`config.mk`:
```
export PLATFORM = sky130hd
export DESIGN_NAME = ps2_kbd_rx
export DESIGN_NICKNAME = d
export VERILOG_FILES = /design/src/rtl/ps2_pkg.sv /design/src/rtl/ps2_rx_frame.sv /design/src/rtl/ps2_kbd_rx.sv
export SDC_FILE = /design/constraint.sdc
export NUM_CORES = 1
export LEC_CHECK = 0
export BUFFER_PORTS_ARGS = -buffer_cell sky130_fd_sc_hd__buf_2
export CORE_UTILIZATION = 45
export DETAILED_ROUTE_END_ITERATION = 10
export PLACE_DENSITY = 0.67
export SYNTH_ARGS = -nofsm -noshare
export SYNTH_HDL_FRONTEND = slang
export SYNTH_SLANG_ARGS = --single-unit
```
`constraint.sdc`:
```
create_clock -name clk_sys -period 3.3 [get_ports clk_sys]
set_clock_uncertainty 0.2 [all_clocks]
set_input_delay 0.33 -clock clk_sys [delete_from_list [all_inputs] [get_ports clk_sys]]
set_output_delay 0.33 -clock clk_sys [all_outputs]
set_load 0.02 [all_outputs]
```
`src/rtl/ps2_pkg.sv`:
```
// Shared PS/2 keyboard receiver types: scan-code prefixes, decoder states, key-event record.
package ps2_pkg;

  localparam logic [7:0] PS2_PREFIX_EXT = 8'hE0;
  localparam logic [7:0] PS2_PREFIX_REL = 8'hF0;

  typedef enum logic [1:0] {
    IDLE     = 2'd0,
    GOT_E0   = 2'd1,
    GOT_F0   = 2'd2,
    GOT_E0F0 = 2'd3
  } dec_state_t;

  typedef struct packed {
    logic       ext;
    logic       rel;
    logic [7:0] code;
  } key_event_t;

endpackage

```
`src/rtl/ps2_rx_frame.sv`:
```
// PS/2 frame receiver: sync, falling-edge sample of 11-bit frame, parity/stop check; byte_valid/frame_err one cycle after stop edge.
// Define PS2_KBD_TIMEOUT_EN to abort partial frames after TIMEOUT cycles without a clock edge.
module ps2_rx_frame #(
  parameter int TIMEOUT = 4096
) (
  input  logic       clk_sys,
  input  logic       reset,
  input  logic       ps2_clk,
  input  logic       ps2_data,
  output logic       byte_valid,
  output logic [7:0] rx_byte,
  output logic       frame_err
);

  logic       clk_s1_q, clk_s2_q, clk_prev_q;
  logic       dat_s1_q, dat_s2_q;
  logic [3:0] bit_cnt_q, bit_cnt_d;
  logic [7:0] shift_q, shift_d;
  logic       par_q, par_d;
  logic [7:0] byte_q, byte_d;
  logic       byte_valid_q, byte_valid_d;
  logic       frame_err_q, frame_err_d;
  logic       fall;

`ifdef PS2_KBD_TIMEOUT_EN
  localparam int TO_W = $clog2(TIMEOUT + 1);
  logic [TO_W-1:0] to_cnt_q, to_cnt_d;
`endif

  always_comb begin
    fall         = clk_prev_q & ~clk_s2_q;
    bit_cnt_d    = bit_cnt_q;
    shift_d      = shift_q;
    par_d        = par_q;
    byte_d       = byte_q;
    byte_valid_d = 1'b0;
    frame_err_d  = 1'b0;
    if (fall) begin
      case (bit_cnt_q)
        4'd0: if (!dat_s2_q) bit_cnt_d = 4'd1;
        4'd9: begin
          par_d     = dat_s2_q;
          bit_cnt_d = 4'd10;
        end
        4'd10: begin
          bit_cnt_d = 4'd0;
          // Odd parity: data bits plus parity bit must XOR to 1.
          if (dat_s2_q && ((^shift_q) ^ par_q)) begin
            byte_valid_d = 1'b1;
            byte_d       = shift_q;
          end else begin
            frame_err_d = 1'b1;
          end
        end
        default: begin
          shift_d   = {dat_s2_q, shift_q[7:1]};
          bit_cnt_d = bit_cnt_q + 4'd1;
        end
      endcase
    end
`ifdef PS2_KBD_TIMEOUT_EN
    to_cnt_d = '0;
    if (!fall && bit_cnt_q != 4'd0) begin
      if (to_cnt_q == TO_W'(TIMEOUT - 1)) begin
        bit_cnt_d   = 4'd0;
        frame_err_d = 1'b1;
      end else begin
        to_cnt_d = to_cnt_q + TO_W'(1);
      end
    end
`endif
  end

  always_ff @(posedge clk_sys) begin
    if (reset) begin
      clk_s1_q     <= 1'b1;
      clk_s2_q     <= 1'b1;
      clk_prev_q   <= 1'b1;
      dat_s1_q     <= 1'b1;
      dat_s2_q     <= 1'b1;
      bit_cnt_q    <= 4'd0;
      shift_q      <= 8'd0;
      par_q        <= 1'b0;
      byte_q       <= 8'd0;
      byte_valid_q <= 1'b0;
      frame_err_q  <= 1'b0;
`ifdef PS2_KBD_TIMEOUT_EN
      to_cnt_q     <= '0;
`endif
    end else begin
      clk_s1_q     <= ps2_clk;
      clk_s2_q     <= clk_s1_q;
      clk_prev_q   <= clk_s2_q;
      dat_s1_q     <= ps2_data;
      dat_s2_q     <= dat_s1_q;
      bit_cnt_q    <= bit_cnt_d;
      shift_q      <= shift_d;
      par_q        <= par_d;
      byte_q       <= byte_d;
      byte_valid_q <= byte_valid_d;
      frame_err_q  <= frame_err_d;
`ifdef PS2_KBD_TIMEOUT_EN
      to_cnt_q     <= to_cnt_d;
`endif
    end
  end

  assign byte_valid = byte_valid_q;
  assign rx_byte    = byte_q;
  assign frame_err  = frame_err_q;

endmodule

```
`src/rtl/ps2_kbd_rx.sv`:
```
// PS/2 keyboard receiver: E0/F0 prefix decoder feeding a key-event FIFO with valid/ready output.
// Event visible 2 cycles after stop edge detect; full FIFO drops new events and sets sticky overflow.
module ps2_kbd_rx
  import ps2_pkg::*;
#(
  parameter int FIFO_DEPTH = 4,
  parameter int TIMEOUT    = 4096
) (
  input  logic       clk_sys,
  input  logic       reset,
  input  logic       ps2_kbd_clk,
  input  logic       ps2_kbd_data,
  output logic       key_valid,
  input  logic       key_ready,
  output logic [7:0] key_code,
  output logic       key_ext,
  output logic       key_release,
  output logic       rx_err,
  output logic       overflow
);

  localparam int AW = $clog2(FIFO_DEPTH);
  localparam logic [AW:0] PTR_ONE = (AW + 1)'(1);

  logic       byte_valid, frame_err;
  logic [7:0] rx_byte;

  ps2_rx_frame #(.TIMEOUT(TIMEOUT)) u_frame (
    .clk_sys    (clk_sys),
    .reset      (reset),
    .ps2_clk    (ps2_kbd_clk),
    .ps2_data   (ps2_kbd_data),
    .byte_valid (byte_valid),
    .rx_byte    (rx_byte),
    .frame_err  (frame_err)
  );

  dec_state_t state_q, state_d;
  logic       push;
  key_event_t push_evt;

  always_ff @(posedge clk_sys) begin
    if (reset) state_q <= IDLE;
    else       state_q <= state_d;
  end

  always_comb begin
    state_d = state_q;
    if (frame_err) begin
      state_d = IDLE;
    end else if (byte_valid) begin
      if (rx_byte == PS2_PREFIX_EXT) begin
        state_d = (state_q == GOT_F0 || state_q == GOT_E0F0) ? GOT_E0F0 : GOT_E0;
      end else if (rx_byte == PS2_PREFIX_REL) begin
        state_d = (state_q == GOT_E0 || state_q == GOT_E0F0) ? GOT_E0F0 : GOT_F0;
      end else begin
        state_d = IDLE;
      end
    end
  end

  always_comb begin
    push          = byte_valid && rx_byte != PS2_PREFIX_EXT && rx_byte != PS2_PREFIX_REL;
    push_evt.ext  = (state_q == GOT_E0) || (state_q == GOT_E0F0);
    push_evt.rel  = (state_q == GOT_F0) || (state_q == GOT_E0F0);
    push_evt.code = rx_byte;
  end

  key_event_t      mem_q [FIFO_DEPTH];
  key_event_t      mem_d [FIFO_DEPTH];
  logic [AW:0]     wr_ptr_q, wr_ptr_d, rd_ptr_q, rd_ptr_d;
  logic            ovf_q, ovf_d;
  key_event_t      head_q, head_d;
  logic            empty, full, pop, wr_en;

  always_comb begin
    empty = (wr_ptr_q == rd_ptr_q);
    full  = (wr_ptr_q[AW] != rd_ptr_q[AW]) && (wr_ptr_q[AW-1:0] == rd_ptr_q[AW-1:0]);
    pop   = !empty && key_ready;
    // A pop in the same cycle frees a slot, so a full FIFO can still accept.
    wr_en = push && (!full || pop);
    mem_d = mem_q;
    if (wr_en) mem_d[wr_ptr_q[AW-1:0]] = push_evt;
    wr_ptr_d = wr_en ? wr_ptr_q + PTR_ONE : wr_ptr_q;
    rd_ptr_d = pop ? rd_ptr_q + PTR_ONE : rd_ptr_q;
    ovf_d    = ovf_q | (push & full & ~pop);
    head_d   = empty ? head_q : mem_q[rd_ptr_q[AW-1:0]];
  end

  always_ff @(posedge clk_sys) begin
    if (reset) begin
      mem_q    <= '{default: '0};
      wr_ptr_q <= '0;
      rd_ptr_q <= '0;
      ovf_q    <= 1'b0;
      head_q   <= '0;
    end else begin
      mem_q    <= mem_d;
      wr_ptr_q <= wr_ptr_d;
      rd_ptr_q <= rd_ptr_d;
      ovf_q    <= ovf_d;
      head_q   <= head_d;
    end
  end

  assign key_valid   = !empty;
  assign key_code    = head_d.code;
  assign key_ext     = head_d.ext;
  assign key_release = head_d.rel;
  assign rx_err      = frame_err;
  assign overflow    = ovf_q;

endmodule
```
### After elaboration in Yosys (flattened, before gate mapping)

Cells that the tools add are included.

| storage, ports and cells | value |
|---|---|
| word-level logic and storage cells | 97 |
| output and inout port bits | 13 |
| flip-flop bits (word level) | 87 |
| input port bits | 5 |

| cells by class | value |
|---|---|
| reduce and logical (&&, ||, !) cells | 21 |
| magnitude comparators | 3 |
| mux-type cells | 15 |
| eq/ne operators | 13 |
| add/sub/neg operators | 3 |
| bitwise gates (word level) | 12 |

Operators by type and width:

| kind | count |
|---|---|
| $bwmux 40 | 1 |
| $mux 10 | 4 |
| $bmux 10 s2 | 1 |
| $demux 10 s2 | 1 |
| $eq 8x8->1 const B | 2 |
| $ne 8x8->1 const B | 2 |
| $pmux 4 s3 | 1 |
| $eq 4x4->1 const B | 2 |
| $reduce_xor 8->1 | 1 |
| $logic_and 1x1->1 | 7 |
| $add 3x1->3 const B | 2 |
| $ge 3x3->1 const B | 2 |
| $mux 2 | 3 |
| $not 2->3 | 2 |
| $reduce_and 2->1 | 3 |
| $reduce_or 3->1 | 2 |
| $not 1->1 | 5 |
| $add 4x1->4 const B | 1 |
| $eq 2x2->1 const B | 2 |
| $logic_not 4->1 | 1 |
| $mux 4 | 1 |
| $and 1x1->1 | 3 |
| $eq 3x3->1 | 1 |
| $logic_or 1x1->1 | 3 |
| 11 further kinds | 14 |

### Logic depth before layout (Yosys ltp)

Gate-level depths: netlist of run 1.

| depth | value |
|---|---|
| depth after elaboration | 6 |
| depth in mapped cells | 7 |
| depth with buffers taken out | 6 |

### By module

From an unflattened synthesis of run 1, not the netlist that was laid out.

| second synthesis, totals | value |
|---|---|
| cells, all modules | 375 |
| area total of the unflattened synthesis | 4,146.5 um^2 |

By module, submodules not included:

| module | cells each | area an instance (um^2) | seq. area each (um^2) | instances |
|---|---|---|---|---|
| ps2_kbd_rx | 244 | 2,827.7 | 1,181.1 | 1 |
| ps2_rx_frame | 131 | 1,318.8 | 560.5 | 1 |

### Worst setup path before layout of run 1

No wires, ideal clock.

| timing | value |
|---|---|
| path kind | reg2out |
| start point | reg rd_ptr_q[0] |
| end point | out key_code[7] |
| required time | 2.770 ns |
| stages on the path, launching flop included | 4 |
| arrival time | 1.587 ns |
| buffers on the path | 1 |
| path slack | 1.183 ns |
| cell sequence | dfxtp_1 -> buf_2 -> mux4_2 -> mux2_1 |

| between the ends | value |
|---|---|
| cells in the longest elaborated chain, start to end | 5 |
| elaborated cells on any way between the ends | 6 |
| those cells by class | eq/ne: 1; mux: 4; bitwise: 1 |

RTL lines:

| element | line | text |
|---|---|---|
| start, declared | ps2_kbd_rx.sv:71 | `logic [AW:0] wr_ptr_q, wr_ptr_d, rd_ptr_q, rd_ptr_d;` |
| start signal, assigned | ps2_kbd_rx.sv:100 | `rd_ptr_q <= rd_ptr_d;` |
| $not 2->3 (not written as such) | ps2_kbd_rx.sv:87 | `head_d = empty ? head_q : mem_q[rd_ptr_q[AW-1:0]];` |
| $bmux 10 s2 | ps2_kbd_rx.sv:87 |  |
| $mux 10 (not written as such) (2 in series) | ps2_kbd_rx.sv:87 |  |
| $mux 10 * | ps2_kbd_rx.sv:87 |  |
| end, declared | ps2_kbd_rx.sv:15 | `output logic [7:0] key_code,` |

Mark *: on every way between the ends. The rest lies on a longest branch, timed or not. The select of a mux whose other input is x is not followed.

### Final worst setup path of run 1

| timing | value |
|---|---|
| start point | reg rd_ptr_q[1] |
| end point | out key_code[7] |

The elaborated chain is that of the path after synthesis.

==> results of run 1 <==
-- flip-flops by register name, summed over array words and instances (netlist names), 2 cells and up --
| signal | flops |
|---|---|
| head_q | 10 |
| mem_q | 40 |
| rd_ptr_q | 3 |
| state_q | 2 |
| u_frame.bit_cnt_q | 4 |
| u_frame.rx_byte | 8 |
| u_frame.shift_q | 8 |
| wr_ptr_q | 3 |
-- area by class of cell --
cell class              count  area, um2
inverters                   9       33.8
well taps                 108        135
fillers                   817       4260
clock inverters             7        104
clock buffers               9        124
repair buffers             31        195
multi-input cells         286       2090
flip-flops and latches     87       1740
-- metal layers --
layer	GRT usage, %	vias to the layer above
met4	5.39	0
met3	4.69	6
met1	25.1	1495
li1	-	1526
met5	0	-
met2	34.6	65
-- cell usage after synthesis, drive strengths merged, types with 3 or more instances --
| library cell | instances | area (um2) |
|---|---|---|
| nand3 | 45 | 225 |
| xor2 | 6 | 52.6 |
| o41a | 4 | 50.1 |
| o41ai | 4 | 57.6 |
| nor4 | 3 | 18.8 |
| ha | 9 | 113 |
| mux4 | 10 | 225 |
| or2 | 5 | 31.3 |
| buf | 11 | 77.6 |
| nand2 | 3 | 11.3 |
| dfxtp | 87 | 1740 |
| inv | 9 | 33.8 |
| nor2 | 15 | 56.3 |
| or3 | 3 | 20.0 |
| o22a | 8 | 70.1 |
| clkbuf | 20 | 75.1 |
| nand4 | 4 | 25.0 |
| nor2b | 19 | 119 |
| mux2 | 11 | 124 |
| xnor2 | 4 | 42.6 |
| mux2i | 9 | 93.8 |
| o21ai | 48 | 240 |
| a21oi | 53 | 265 |
-- final timing paths --
check / from / to / slack [ns]
min: reset / u_frame.frame_err / 0.10
max: rd_ptr_q[1] / key_code[7] / 0.50
max reg2reg: u_frame.rx_byte[1] / mem_q[7] / 1.04
min reg2reg: u_frame.dat_s1_q / u_frame.dat_s2_q / 0.21
-- power by group --
group	internal (W)	switching [W]
Sequential	0.00105	0.00000231
Combinational	0.00000916	0.0000244
Clock	0.000436	0.000400
Total	0.00150	0.000427
-- timing repair --
item	CTS	global route
setup buffers	0	0
hold buffers	2	0
endpoints found under the hold margin	2	0
-- logic make-up after synthesis --
group	Yosys count	synth area share [%]
compound gates	129	19.7
simple gates	105	14.3
flops	87	43.4
buf+inv	40	4.64
mux	30	11.0
xor+xnor	13	4.08
fa+ha+maj	9	2.80
-- per-stage QoR --
stage,cells,utilization [%],hold WS [ns],worst slack (ns),instance area (um2)
6_report,537,50.9,0.104,0.496,4420
5_1_grt,537,50.9,0.0995,0.405,4420
3_3_place_gp,519,48.1,0.198,0.921,4170
4_1_cts,537,50.9,0.0899,0.460,4420
2_1_floorplan,413,-,0.189,1.18,4020
3_5_place_dp,519,48.1,0.196,0.877,4170
-- layout by cell type (no fill, tap or decap), types with 4 or more instances in the layout --
| master | n |
|---|---|
| sky130_fd_sc_hd__nand3_1 | 45 |
| sky130_fd_sc_hd__xor2_1 | 6 |
| sky130_fd_sc_hd__nor2_1 | 15 |
| sky130_fd_sc_hd__dfxtp_1 | 87 |
| sky130_fd_sc_hd__nand4_1 | 4 |
| sky130_fd_sc_hd__ha_1 | 9 |
| sky130_fd_sc_hd__mux2i_1 | 8 |
| sky130_fd_sc_hd__a21oi_1 | 53 |
| sky130_fd_sc_hd__nor2b_1 | 19 |
| sky130_fd_sc_hd__o41a_2 | 4 |
| sky130_fd_sc_hd__mux2_2 | 10 |
| sky130_fd_sc_hd__buf_4 | 12 |
| sky130_fd_sc_hd__mux4_2 | 10 |
| sky130_fd_sc_hd__o21ai_0 | 45 |
| sky130_fd_sc_hd__or2_2 | 5 |
| sky130_fd_sc_hd__o22a_1 | 8 |
| sky130_fd_sc_hd__clkbuf_8 | 9 |
| sky130_fd_sc_hd__buf_2 | 17 |
| sky130_fd_sc_hd__inv_1 | 9 |
-- critical path: cells and delay by family, from the launching register on --
family | cells | cell delay, ns
buffers and inverters | 2 | 0.35
and+or+nand+nor | 1 | 0.63
DFF | 1 | 0.31
muxes | 1 | 0.43
xor gates and xnor gates | 1 | 0.19
==> out/summary.txt, run 1 <==
======================================================================================
Critical path class ..................................................... flip-flop to output pin
Area growth from synthesis to layout ....................................        10.1%
Nets in the synthesized netlist .........................................          427
Number of pins with negative max-slew slack in the final report .........            0
Lkg Pwr .................................................................      1.62 nW
Syn Std Cell Area .......................................................     4020 um2
Final period utilization ................................................        85.0%
Synthesized instance count ..............................................          413
DRC violation total after the first TritonRoute iteration ...............          194
Net count reported at finish ............................................          438
Clock Latency Late Sink .................................................      0.36 ns
Number of endpoints failing setup at the final stage ....................            0
Max rail drop VDD .......................................................     0.299 mV
Post-route met1 wirelength ..............................................      3990 um
Total clock buffers created by CTS ......................................            9
DRC violation count after routing .......................................            0
Critical path data required time ........................................      2.77 ns
Critical Path Source Type ...............................................    flip-flop
Count of flip-flops with a built-in enable after synthesis ..............            0
Highest clock frequency the design can meet .............................    0.357 GHz
Remaining Overflow, GRT .................................................            0
Final RePlAce weighted congestion .......................................        0.763
Cell depth of the worst flop-to-flop path ...............................            5
Min Clock Period, post-route ............................................      2.80 ns
Number of cell rows .....................................................           34
Final number of hold-violating endpoints ................................            0
Routed wl met2 ..........................................................      4300 um
Initial antenna violation count .........................................            0
Core area ...............................................................     8680 um2
Dominant synthesized flop cell .......................................... sky130_fd_sc_hd__dfxtp_1
Arrival time at the worst endpoint ......................................      2.27 ns
Number of top-level pins ................................................           18
MaxCap Viol Count .......................................................            0
Clock Tree Buf Depth ....................................................            2
Via Count ...............................................................         3092
Number of nets with antenna violations after routing ....................            0
Distinct cell type count after synthesis ................................           51
Initial core utilization ................................................        46.3%
Register clock-pin slew on the reported worst setup and hold paths ......      0.09 ns
Global-route wire length before repair ..................................     14200 um
RSZ-0062 raised after global routing ....................................        false
Detailed-route vias per instance ........................................         5.76
Kind of end point of the critical path ..................................   output pin
Count of cells resized by post-cts repair ...............................            0
WL/cell .................................................................      16.5 um
Detailed Routing Iterations Pass 1 ......................................            4
Tightest Hold Check Type ................................................ input pin to flip-flop
Die height ..............................................................      96.5 um
Ratio of cells with drive above 1 in the final layout ...................        19.8%
Placed wire-length estimate .............................................      5710 um
Library cell contributing the largest single delay on the critical path . sky130_fd_sc_hd__or3_1
Met3 wire length ........................................................       484 um
Crit path largest cell delay ............................................      0.63 ns
Buffer type at the clock tree root ...................................... sky130_fd_sc_hd__clkbuf_8
Port Buffers ............................................................           17
Clock H-tree levels .....................................................            3
Status .................................................................. finished, final reports clean
Final total negative setup slack ........................................         0 ns
Pin count of the biggest net entering global routing ....................           86
Portion of the post-synthesis area used by sequential elements ..........        43.4%
Average cell area after synthesis .......................................     9.72 um2
Number of clock sinks ...................................................           87
Number of cells on the worst hold path ..................................            3
Slew margin rel. ........................................................        41.7%
Horiz. Die Dim ..........................................................      96.5 um
Async set-or-reset flop fraction in the synthesized netlist .............           0%
Post-synthesis sequential element count .................................           87
Via count of the first global-routing pass ..............................         2841
Area of the die .........................................................     9300 um2
Tot Pwr .................................................................    0.00192 W
Clock tree from TritonCTS ...............................................        built
Slew at the pin closest to its max-slew limit ...........................     0.874 ns
GR Util All Layers ......................................................        20.1%
Top Metal Used ..........................................................         met4
Yosys warning total .....................................................            0
Critical path peak fanout ...............................................           13
Wirelength, routed ......................................................      8850 um
Diode count .............................................................            0
Cell chain of the critical path ......................................... buf_4, xor2_1, or3_1, mux2_1, buf_2
Cell area power density .................................................   435 nW/um2
======================================================================================
No activity file was read; power rests on OpenSTA's default activity.
==> run 2: changes to the inputs <==
Settings changed: PLACE_DENSITY 0.67 to 0.7.
Clock period 3.3 ns to 2.3 ns, I/O delays scaled along.
==> run 2 against run 1 <==
The run now ends with design-rule violations, negative setup slack left. Clock-buffer cell count grew 2. Critical path depth shrank 1. Routed wire length grew 1.4%. Register-to-register slack lost 0.88 ns. Utilization grew 3.1 points. Final cell count grew 2.4%. Setup slack lost 0.51 ns. Non-clock buffer count grew 12. Flip-flop and latch count is the same. Critical path type unchanged.
==> out/summary.txt, run 2 (synthesis results as in run 1) <==
=====================================================================================
Number of cell rows ....................................................           34   unchanged
DRC violation total after the first TritonRoute iteration ..............          194   unchanged
Area growth from synthesis to layout ...................................        16.9%
Pin count of the biggest net entering global routing ...................           86   unchanged
Ratio of cells with drive above 1 in the final layout ..................        24.0%   +4.2 points
Critical path data required time .......................................      1.87 ns   -0.90 ns
Cell Int Power .........................................................    0.00205 W   +37%
Tightest Hold Check Type ............................................... input pin to flip-flop
Total clock buffers created by CTS .....................................            9   unchanged
Via Count ..............................................................         3146   +1.7%
Power share of the sequential group ....................................        57.3%   +2.5 points
Number of nets with antenna violations after routing ...................            0   unchanged
Biggest register .......................................................        mem_q
Final total negative setup slack .......................................   -0.0982 ns   -0.0982 ns
Global route hottest layer .............................................         met2
Status ................................................................. finished, violations left
Placed wire-length estimate ............................................      5440 um   -4.8%
Max rail drop VDD ......................................................     0.304 mV   +1.7%
Flip-flop count of the largest register, all copies and words added ....           40   unchanged
Detailed-route vias per instance .......................................         5.72   -0.66%
Number of clock sinks ..................................................           87   unchanged
GR Util All Layers .....................................................        20.2%   +0.15 points
Register clock-pin slew on the reported worst setup and hold paths .....      0.09 ns   about the same
Registers with the highest flip-flop counts ............................ mem_q (40), head_q (10)
Critical path class .................................................... flip-flop to output pin
Core area ..............................................................     8680 um2   unchanged
Diode count ............................................................            0   unchanged
Remaining Overflow, GRT ................................................            0   unchanged
Buffer type at the clock tree root ..................................... sky130_fd_sc_hd__clkbuf_8
Fillers ................................................................          800   -2.1%
Final period utilization ...............................................         101%
Port Buffers ...........................................................           17   unchanged
Highest clock frequency the design can meet ............................    0.431 GHz
Wirelength, routed .....................................................      8980 um   +1.4%
Die height .............................................................      96.5 um   unchanged
Critical path peak fanout ..............................................            6   -7
Clock Latency Late Sink ................................................      0.37 ns   about the same
Clock H-tree levels ....................................................            3   unchanged
Arrival time at the worst endpoint .....................................      1.89 ns   -0.38 ns
Initial antenna violation count ........................................            0   unchanged
Final number of hold-violating endpoints ...............................            0   unchanged
Slew at the pin closest to its max-slew limit ..........................     0.880 ns   +0.00565 ns
Horiz. Die Dim .........................................................      96.5 um   unchanged
Number of top-level pins ...............................................           18   unchanged
Cell area power density ................................................   561 nW/um2   +29%
Clock Tree Buf Depth ...................................................            2   unchanged
Initial core utilization ...............................................        46.3%   unchanged
Most frequent standard cell in the layout excluding fill and tap cells . sky130_fd_sc_hd__dfxtp_1
Met3 Track Usage GR ....................................................        3.52%   -1.2 points
Sw power ...............................................................   0.000585 W   +37%
Global-route wire length before repair .................................     14300 um   +1.1%
Detailed Routing Iterations Pass 1 .....................................            7   +3
Fraction of the core area covered by cells at the end of the flow ......        54.1%   +3.1 points
Lkg Pwr ................................................................      1.70 nW   +4.8%
Net count reported at finish ...........................................          451   +3.0%
MaxCap Viol Count ......................................................            0   unchanged
Critical Path Source Type ..............................................    flip-flop
Min Clock Period, post-route ...........................................      2.32 ns
Met1 Resource Use GR ...................................................        24.7%   -0.36 points
Area of the die ........................................................     9300 um2   unchanged
Kind of end point of the critical path .................................   output pin
Clk pwr share ..........................................................        40.9%   -2.5 points
Post-layout worst setup margin .........................................   -0.0178 ns   -0.513 ns
Slew margin rel. .......................................................        41.4%   -0.38 points
Number of pins with negative max-slew slack in the final report ........            0   unchanged
DRC violation count after routing ......................................            1   +1
Combinational power share ..............................................         1.8%   about the same
Clock tree from TritonCTS ..............................................        built
Final RePlAce weighted congestion ......................................        0.777   +1.8%
Via count of the first global-routing pass .............................         2947   +3.7%
Top library cells by usage in the layout, fill and taps aside .......... 83 x sky130_fd_sc_hd__dfxtp_1, 53 x sky130_fd_sc_hd__a21oi_1, 45 x sky130_fd_sc_hd__nand3_1, 45 x sky130_fd_sc_hd__o21ai_0, 20 x sky130_fd_sc_hd__buf_4
Number of endpoints failing setup at the final stage ...................            6   +6
RSZ-0062 raised after global routing ...................................         true
Violated checks ........................................................ design-rule violations, negative setup slack
Switching power as a share of total power ..............................        22.2%   +0.050 points
Global routing met2 resource utilization ...............................        34.0%   -0.65 points
WL/cell ................................................................      16.3 um   -0.98%
=====================================================================================
[run 2: final cells by class]
cell class / instances / area [um2] / area share (%)
multi-input combinational: 287 / 2170 / 46.3
clock inverter: 5 / 57.6 / 1.23
timing repair buffer: 43 / 397 / 8.45
tap: 108 / 135 / 2.88
sequential: 87 / 1760 / 37.4
inverter: 9 / 33.8 / 0.720
clock buffer: 11 / 141 / 3.01
[run 2: path summary, 6_finish.rpt]
path	slack (ns)	end	startpoint	depth (start not counted)
max	-0.02	key_code[4]	wr_ptr_q[2]	4
min	0.02	u_frame.frame_err	reset	3
max reg2reg	0.16	u_frame.shift_q[2]	u_frame.bit_cnt_q[0]	6
min reg2reg	0.22	u_frame.dat_s2_q	u_frame.dat_s1_q	1
[run 2: critical path, stage by stage (launching register included)]
cell	delay, ns
sky130_fd_sc_hd__dfxtp_4	0.38
sky130_fd_sc_hd__xor2_4	0.19
sky130_fd_sc_hd__or3_4	0.49
sky130_fd_sc_hd__mux2_4	0.34
sky130_fd_sc_hd__buf_6	0.13
[run 2: per-layer routing]
metal  wire length [um]  share of wire [%]
met5                  0                  0
met4                195                2.2
met3                469                5.2
met2               4410                 49
met1               3900                 43
[run 2: repair_timing]
action                                  in CTS  in global routing
setup buffers                                4                  4
hold buffers                                 2                  0
cloned                                       1                  1
endpoints found under the hold margin        2                  0
endpoints found under the setup margin      10                 12
pin swaps                                    1                  3
gates resized for setup                      4                 37
[run 2: through the flow]
| stage | instance area, um2 | hold WS [ns] | total power [W] | std cells | setup WS (ns) |
|---|---|---|---|---|---|
| floorplan | 4020 | 0.134 | 0.00158 | 413 | 0.211 |
| global placement | 4230 | 0.194 | 0.00159 | 522 | 0.123 |
| detailed placement | 4230 | 0.203 | 0.00159 | 522 | 0.0999 |
| CTS | 4500 | 0.00517 | 0.00267 | 545 | -0.0313 |
| global route | 4690 | 0.0299 | 0.00273 | 550 | -0.0637 |
| finish | 4690 | 0.0177 | 0.00263 | 550 | -0.0178 |
[run 2: power groups by stage]
stage	Sequential (W)	Clock (W)	Combinational [W]
after global placement	0.00155	0	0.0000439
after global routing	0.00151	0.00117	0.0000527
final	0.00151	0.00108	0.0000477
after detailed placement	0.00155	0	0.0000448
after CTS	0.00151	0.00111	0.0000475
after floorplan	0.00155	0	0.0000341
